===== config.mk =====
export PLATFORM = sky130hd
export DESIGN_NAME = dynode_energy_arbiter
export DESIGN_NICKNAME = d
export VERILOG_FILES = /design/src/rtl/dynode_energy_arbiter.sv
export SDC_FILE = /design/constraint.sdc
export NUM_CORES = 1
export LEC_CHECK = 0
export CAP_MARGIN = 20
export CORE_ASPECT_RATIO = 1.75
export CORE_MARGIN = 2
export CORE_UTILIZATION = 45
export DETAILED_ROUTE_END_ITERATION = 7
export PLACE_DENSITY = 0.83
export SLEW_MARGIN = 20
export SYNTH_ARGS = -nofsm -noshare
export SYNTH_HDL_FRONTEND = slang
export SYNTH_SLANG_ARGS = --single-unit

===== constraint.sdc =====
create_clock -name clk -period 4.4 [get_ports clk]
set_input_delay 0.88 -clock clk [delete_from_list [all_inputs] [get_ports clk]]
set_output_delay 0.88 -clock clk [all_outputs]
set_load 0.03 [all_outputs]

===== src/rtl/dynode_energy_arbiter.sv =====
// dynode_energy_arbiter
//   Collects energy records from NCH integrator channels and serialises them onto a single
//   valid/ready readout stream. Integrator strobes cannot be stalled, so every channel owns
//   a 1-deep holding slot; a strobe that finds its slot still occupied is dropped and counted.
//   Grants are round-robin starting at the channel after the last one granted.
//
//   Optional feature macro: DYN_ARB_THRESH_EN
//     When defined, the ene_thresh port exists and strobes whose energy is below it are
//     ignored entirely (no capture, no drop, no overflow).
//
// Ports
//   clk, reset_n      rising-edge clock, asynchronous active-low reset
//   arb_en            1 = new grants allowed (capture always continues)
//   cnt_clr           synchronous clear of drop_cnt and ovf_flag (wins over same-cycle drops)
//   ene_load          per-channel record strobe
//   dyn_energy/evntim/ingcnt  packed per-channel record fields (12/24/4 bits per channel)
//   ene_thresh        energy threshold (DYN_ARB_THRESH_EN only)
//   out_valid/out_ready       readout handshake
//   out_chan/energy/evntim/ingcnt  registered output record
//   pend              slot-occupied flags
//   ovf_flag          sticky per-channel overflow flags
//   drop_cnt          saturating count of dropped records
module dynode_energy_arbiter #(
    parameter int  NCH    = 4,
    parameter int  DCNT_W = 16,
    localparam int CHW    = $clog2(NCH)
) (
    input  logic                clk,
    input  logic                reset_n,
    input  logic                arb_en,
    input  logic                cnt_clr,
    input  logic [NCH-1:0]      ene_load,
    input  logic [NCH*12-1:0]   dyn_energy,
    input  logic [NCH*24-1:0]   dyn_evntim,
    input  logic [NCH*4-1:0]    dyn_ingcnt,
`ifdef DYN_ARB_THRESH_EN
    input  logic [11:0]         ene_thresh,
`endif
    output logic                out_valid,
    input  logic                out_ready,
    output logic [CHW-1:0]      out_chan,
    output logic [11:0]         out_energy,
    output logic [23:0]         out_evntim,
    output logic [3:0]          out_ingcnt,
    output logic [NCH-1:0]      pend,
    output logic [NCH-1:0]      ovf_flag,
    output logic [DCNT_W-1:0]   drop_cnt
);
    typedef struct packed {
        logic [11:0] energy;
        logic [23:0] evntim;
        logic [3:0]  ingcnt;
    } rec_t;

    typedef enum logic {S_IDLE, S_OUT} state_t;

    state_t            state_q;
    rec_t              slot_q [NCH];
    rec_t              out_q;
    rec_t              rec_in [NCH];
    logic              out_valid_q;
    logic [CHW-1:0]    chan_q, rr_ptr_q, rr_ptr_d, cand;
    logic [NCH-1:0]    pend_q, pend_d, ovf_q, ovf_d;
    logic [NCH-1:0]    take, cap, drop;
    logic [DCNT_W-1:0] drop_cnt_q, drop_cnt_d;
    logic [DCNT_W:0]   ndrop, dsum;
    logic              found, grant;

    always_comb begin
        // Round-robin search: first pending slot at or after rr_ptr, wrapping.
        found = 1'b0;
        cand  = '0;
        for (int k = 0; k < NCH; k++) begin
            if (!found && pend_q[(int'(rr_ptr_q) + k) % NCH]) begin
                found = 1'b1;
                cand  = CHW'((int'(rr_ptr_q) + k) % NCH);
            end
        end

        // A grant is possible from idle, or back-to-back when the current record is accepted.
        grant    = arb_en && found && (state_q == S_IDLE || out_ready);
        rr_ptr_d = (int'(cand) == NCH - 1) ? '0 : cand + CHW'(1);

        ndrop = '0;
        for (int i = 0; i < NCH; i++) begin
            rec_in[i] = {dyn_energy[12*i +: 12], dyn_evntim[24*i +: 24], dyn_ingcnt[4*i +: 4]};
`ifdef DYN_ARB_THRESH_EN
            take[i]   = ene_load[i] && (dyn_energy[12*i +: 12] >= ene_thresh);
`else
            take[i]   = ene_load[i];
`endif
            // A slot emptied by this cycle's grant can accept a new record in the same cycle.
            cap[i]    = take[i] && (!pend_q[i] || (grant && cand == CHW'(i)));
            drop[i]   = take[i] && !cap[i];
            ndrop     = ndrop + (DCNT_W+1)'(drop[i]);
        end

        pend_d = pend_q;
        if (grant) pend_d[cand] = 1'b0;
        pend_d = pend_d | cap;

        dsum       = {1'b0, drop_cnt_q} + ndrop;
        drop_cnt_d = dsum[DCNT_W] ? '1 : dsum[DCNT_W-1:0];
        ovf_d      = ovf_q | drop;
        if (cnt_clr) begin
            drop_cnt_d = '0;
            ovf_d      = '0;
        end
    end

    always_ff @(posedge clk or negedge reset_n) begin
        if (!reset_n) begin
            state_q     <= S_IDLE;
            out_valid_q <= 1'b0;
            out_q       <= '0;
            chan_q      <= '0;
            rr_ptr_q    <= '0;
            pend_q      <= '0;
            ovf_q       <= '0;
            drop_cnt_q  <= '0;
            for (int i = 0; i < NCH; i++) slot_q[i] <= '0;
        end else begin
            pend_q     <= pend_d;
            ovf_q      <= ovf_d;
            drop_cnt_q <= drop_cnt_d;
            for (int i = 0; i < NCH; i++)
                if (cap[i]) slot_q[i] <= rec_in[i];

            // Output regs read the slot's old contents; a same-cycle capture lands after.
            if (grant) begin
                out_q    <= slot_q[cand];
                chan_q   <= cand;
                rr_ptr_q <= rr_ptr_d;
            end

            case (state_q)
                S_IDLE: if (grant) begin
                    out_valid_q <= 1'b1;
                    state_q     <= S_OUT;
                end
                // Held record is only released by out_ready; arb_en low just blocks the next grant.
                S_OUT: if (out_ready && !grant) begin
                    out_valid_q <= 1'b0;
                    state_q     <= S_IDLE;
                end
                default: begin
                    out_valid_q <= 1'b0;
                    state_q     <= S_IDLE;
                end
            endcase
        end
    end

    assign out_valid  = out_valid_q;
    assign out_chan   = chan_q;
    assign out_energy = out_q.energy;
    assign out_evntim = out_q.evntim;
    assign out_ingcnt = out_q.ingcnt;
    assign pend       = pend_q;
    assign ovf_flag   = ovf_q;
    assign drop_cnt   = drop_cnt_q;

endmodule


==> metrics.txt <==
status=finished clean; CORE AREA=around 0.025 sq mm; largest family of logic cells by synthesized area=simple AND/OR/NAND/NOR gates; synthesized area=approximately 0.012 sq mm; post-synth net total=roughly 1,300; DR pass1 iterations=6; dpl hpwl=between 20,000 and 25,000 um; Slew Viols, Final=0; DIE AREA=about 0.027 sq mm; Yosys cell types=between 50 and 60; DRC viols=0; Synth Area in XOR/XNOR=less than 1%; setup TNS=0 ns; grt total ovfl=0; Finish-stage setup viols=0; root buffer cell=clkbuf_16; Yosys reg bits=230; sequential share of the synthesized area=49.9%; first-pass GRT wire length=54,400 um; Max FO, Critical Path=14; mux share of post-synthesis cell area=a little over an eighth; initial antenna violation count=6; Max Buffers Root-to-Sink=3; Power Density=slightly above 700 mW/mm^2; gr usage total=between 20% and 30%; RSZ-0062 raised after global routing=no; Yosys warnings=0; Setup CP Type=register to register; simple-gate share of the synthesized area=14.9%; Fill cells=2,089; Post-Synth Adder-Cell Area=0.738%; final worst-path cycle share=90.8%; Worst Skew=between 0.01 and 0.015 ns; sequential cell area=~0.0058 sq mm; clock latency on the worst-skew pair=approximately 0.51 ns; I/O pin total=approximately 240; Die Y=~220 um; PortBufs=~240; Lkg Pwr=~6.4 nW; Max Cap Viol=0; Fin. Hold Viols=0; syn_area_per_cell=roughly 10 sq um; critical path required time=4.80 ns; clock sinks=230; Max IR drop VDD=0.000512 V; Site Rows=77; DRT Wirelength=roughly 34,000 um; top cells by area, synth=dfrtp_1, mux2_2, mux2_1, nand3_1, a21oi_1; post-layout util=between 50% and 60%; Final ANT Viol Nets=0; Achievable Freq=between 200 and 300 MHz; nets=1,485; Critical Path Source Type=register; share of Yosys cell area claimed by the top area cell type=roughly half; largest net degree at the start of global routing=~120; cell taking the most area after synthesis=dfrtp_1; Async S/R FF share, synth=100%; CTS tree=built; CTS Hold Bufs=0; Post-synth EDFFs=0; violation count after the first detailed-route iteration=roughly 960; Synth Area in Compound Gates=between 10% and 20%; Multi-input gate area=0.00511 sq mm; worst slew pin tran=0.875 ns; via count=roughly 9,900; post-DR vias/cell=~6; Tot Pwr=around 0.011 W; PostCTS Resize Cnt=0; Slew headroom=41.6%; P&R area growth vs syn=28.1%; Chip Width=125 um; Min Clock Period, post-route=4.00 ns; critical path capture point type=register; vias in the first global route=about 10,000; Placer Congestion=roughly 0.91; Initial Util=a little under half; CTS clk-pin slew, worst paths=~0.07 ns; crit path DAT=4.40 ns; R2R depth=14; setup bufs post-CTS=0; layout cell share with drive strength beyond 1=approximately an eighth; Synth Instances=1,121; Hold Crit Class=input port to asynchronous set/reset pin; Num CTS Buffers=22; WL/cell=between 20 and 25 um; CTS H-tree depth=1; Main synth FF type=dfrtp_1
-- flip-flops by register name, indices dropped and copies added (netlist names), 2 cells and up --
name        cells
slot_q        160
out_evntim     24
drop_cnt       16
out_energy     12
out_ingcnt      4
ovf_flag        4
pend            4
out_chan        2
rr_ptr_q        2
-- path summary, 6_finish.rpt --
| kind | start | endpoint | slack [ns] |
|---|---|---|---|
| max in group asynchronous | reset_n | slot_q[78]$_DFFE_PN0P_ | 2.98 |
| hold / removal | reset_n | slot_q[150]$_DFFE_PN0P_ | 0.43 |
| min in group clk | state_q$_DFF_PN0_ | out_valid$_DFFE_PN0P_ | 0.45 |
| setup reg to reg | pend[0]$_DFF_PN0_ | drop_cnt[1]$_DFF_PN0_ | 0.40 |
| setup / recovery | pend[0]$_DFF_PN0_ | drop_cnt[1]$_DFF_PN0_ | 0.40 |
| hold reg to reg | state_q$_DFF_PN0_ | out_valid$_DFFE_PN0P_ | 0.45 |
-- metal layers --
layer	wire length (um)	vias to the layer above	GRT usage [%]
met5	13	-	0
met4	1900	2	14.0
met3	2430	99	4.16
met2	17000	519	40.8
met1	13000	4905	31.4
li1	-	4387	-
-- cell usage after synthesis, types with 3 or more instances --
cell type,instances
xor2_1,6
xnor2_1,5
o221ai_1,22
nand3_1,102
mux2_1,47
fa_1,3
nor2b_1,7
a221oi_1,18
mux2i_1,22
clkbuf_1,59
inv_1,49
and2_1,40
a21o_1,20
nor2_1,25
mux2_2,73
dfrtp_1,230
and3_1,3
nand4_1,42
or2_2,3
a21oi_1,82
o211ai_1,3
nand2_1,88
a31oi_1,42
buf_6,16
o21ai_0,60
buf_2,15
nand2b_1,5
-- layout by cell type, fill, tap and decap left out, types with 2 or more instances in the layout --
cell type          n
a221oi_1          18
mux2_2            73
a21oi_1           82
nand3_1          102
o221ai_1          22
o21a_1             2
nor2b_1            5
diode_2            5
clkbuf_16         23
ha_1               2
clkbuf_1           2
dfrtp_1          229
clkdlybuf4s50_1  233
inv_1             49
nand4_1           42
xnor2_1            5
and3_1             3
and4_1             2
xor2_1             6
a21o_1            20
nor2_1            25
a31oi_1           42
clkbuf_8           8
buf_4             24
mux2i_1           22
nor2b_2            2
nand2_1           88
mux2_1            47
o21ai_0           60
nor3_1             2
or2_2              3
fa_1               3
and2_1            40
o211ai_1           3
nand2b_1           4
clkinv_2           4
-- critical path: stages (launching register included) --
cell	delay (ns)
dfrtp_1	0.44
nor2b_2	0.22
o21bai_1	0.27
o211a_2	0.25
inv_2	0.04
ha_1	0.19
a21boi_2	0.20
nand2_1	0.11
fa_1	0.47
fa_1	0.43
inv_1	0.09
fa_1	0.20
nand3_1	0.12
or3_1	0.62
a21oi_1	0.25
-- through the flow --
step | cells | hold WS, ns | area (sq um) | worst slack [ns]
final | 1648 | 0.430 | 14800 | 0.403
after global routing | 1648 | 0.480 | 14800 | 0.252
after CTS | 1643 | 0.455 | 14800 | 0.419
after detailed placement | 1603 | 0.446 | 14000 | 0.0217
after global placement | 1603 | 0.435 | 14000 | 0.137
after floorplan | 1121 | 0.419 | 11500 | 0.147
-- kinds of logic after synthesis --
family          after synthesis
compound gates              258
xor+xnor                     11
fa+ha+maj                     5
buf+inv                     144
flops                       230
mux                         142
simple gates                331
-- power by group --
group          total (W)  leakage [nW]  switching (W)  internal, W
clock            0.00197         0.377       0.000822      0.00115
sequential       0.00372          2.70       0.000656      0.00307
combinational    0.00491          3.35        0.00286      0.00205
total             0.0106          6.43        0.00434      0.00626
-- area by class of cell --
class,instances,share of cell area [%]
antenna,5,0.0847
multi-input combinational,747,34.6
clock buffer,33,4.69
timing repair buffer,260,17.3
clock inverter,7,0.449
sequential,230,39.0
inverter,50,1.27
tap,316,2.68
Note: power is estimated with default switching activity, not from simulation.
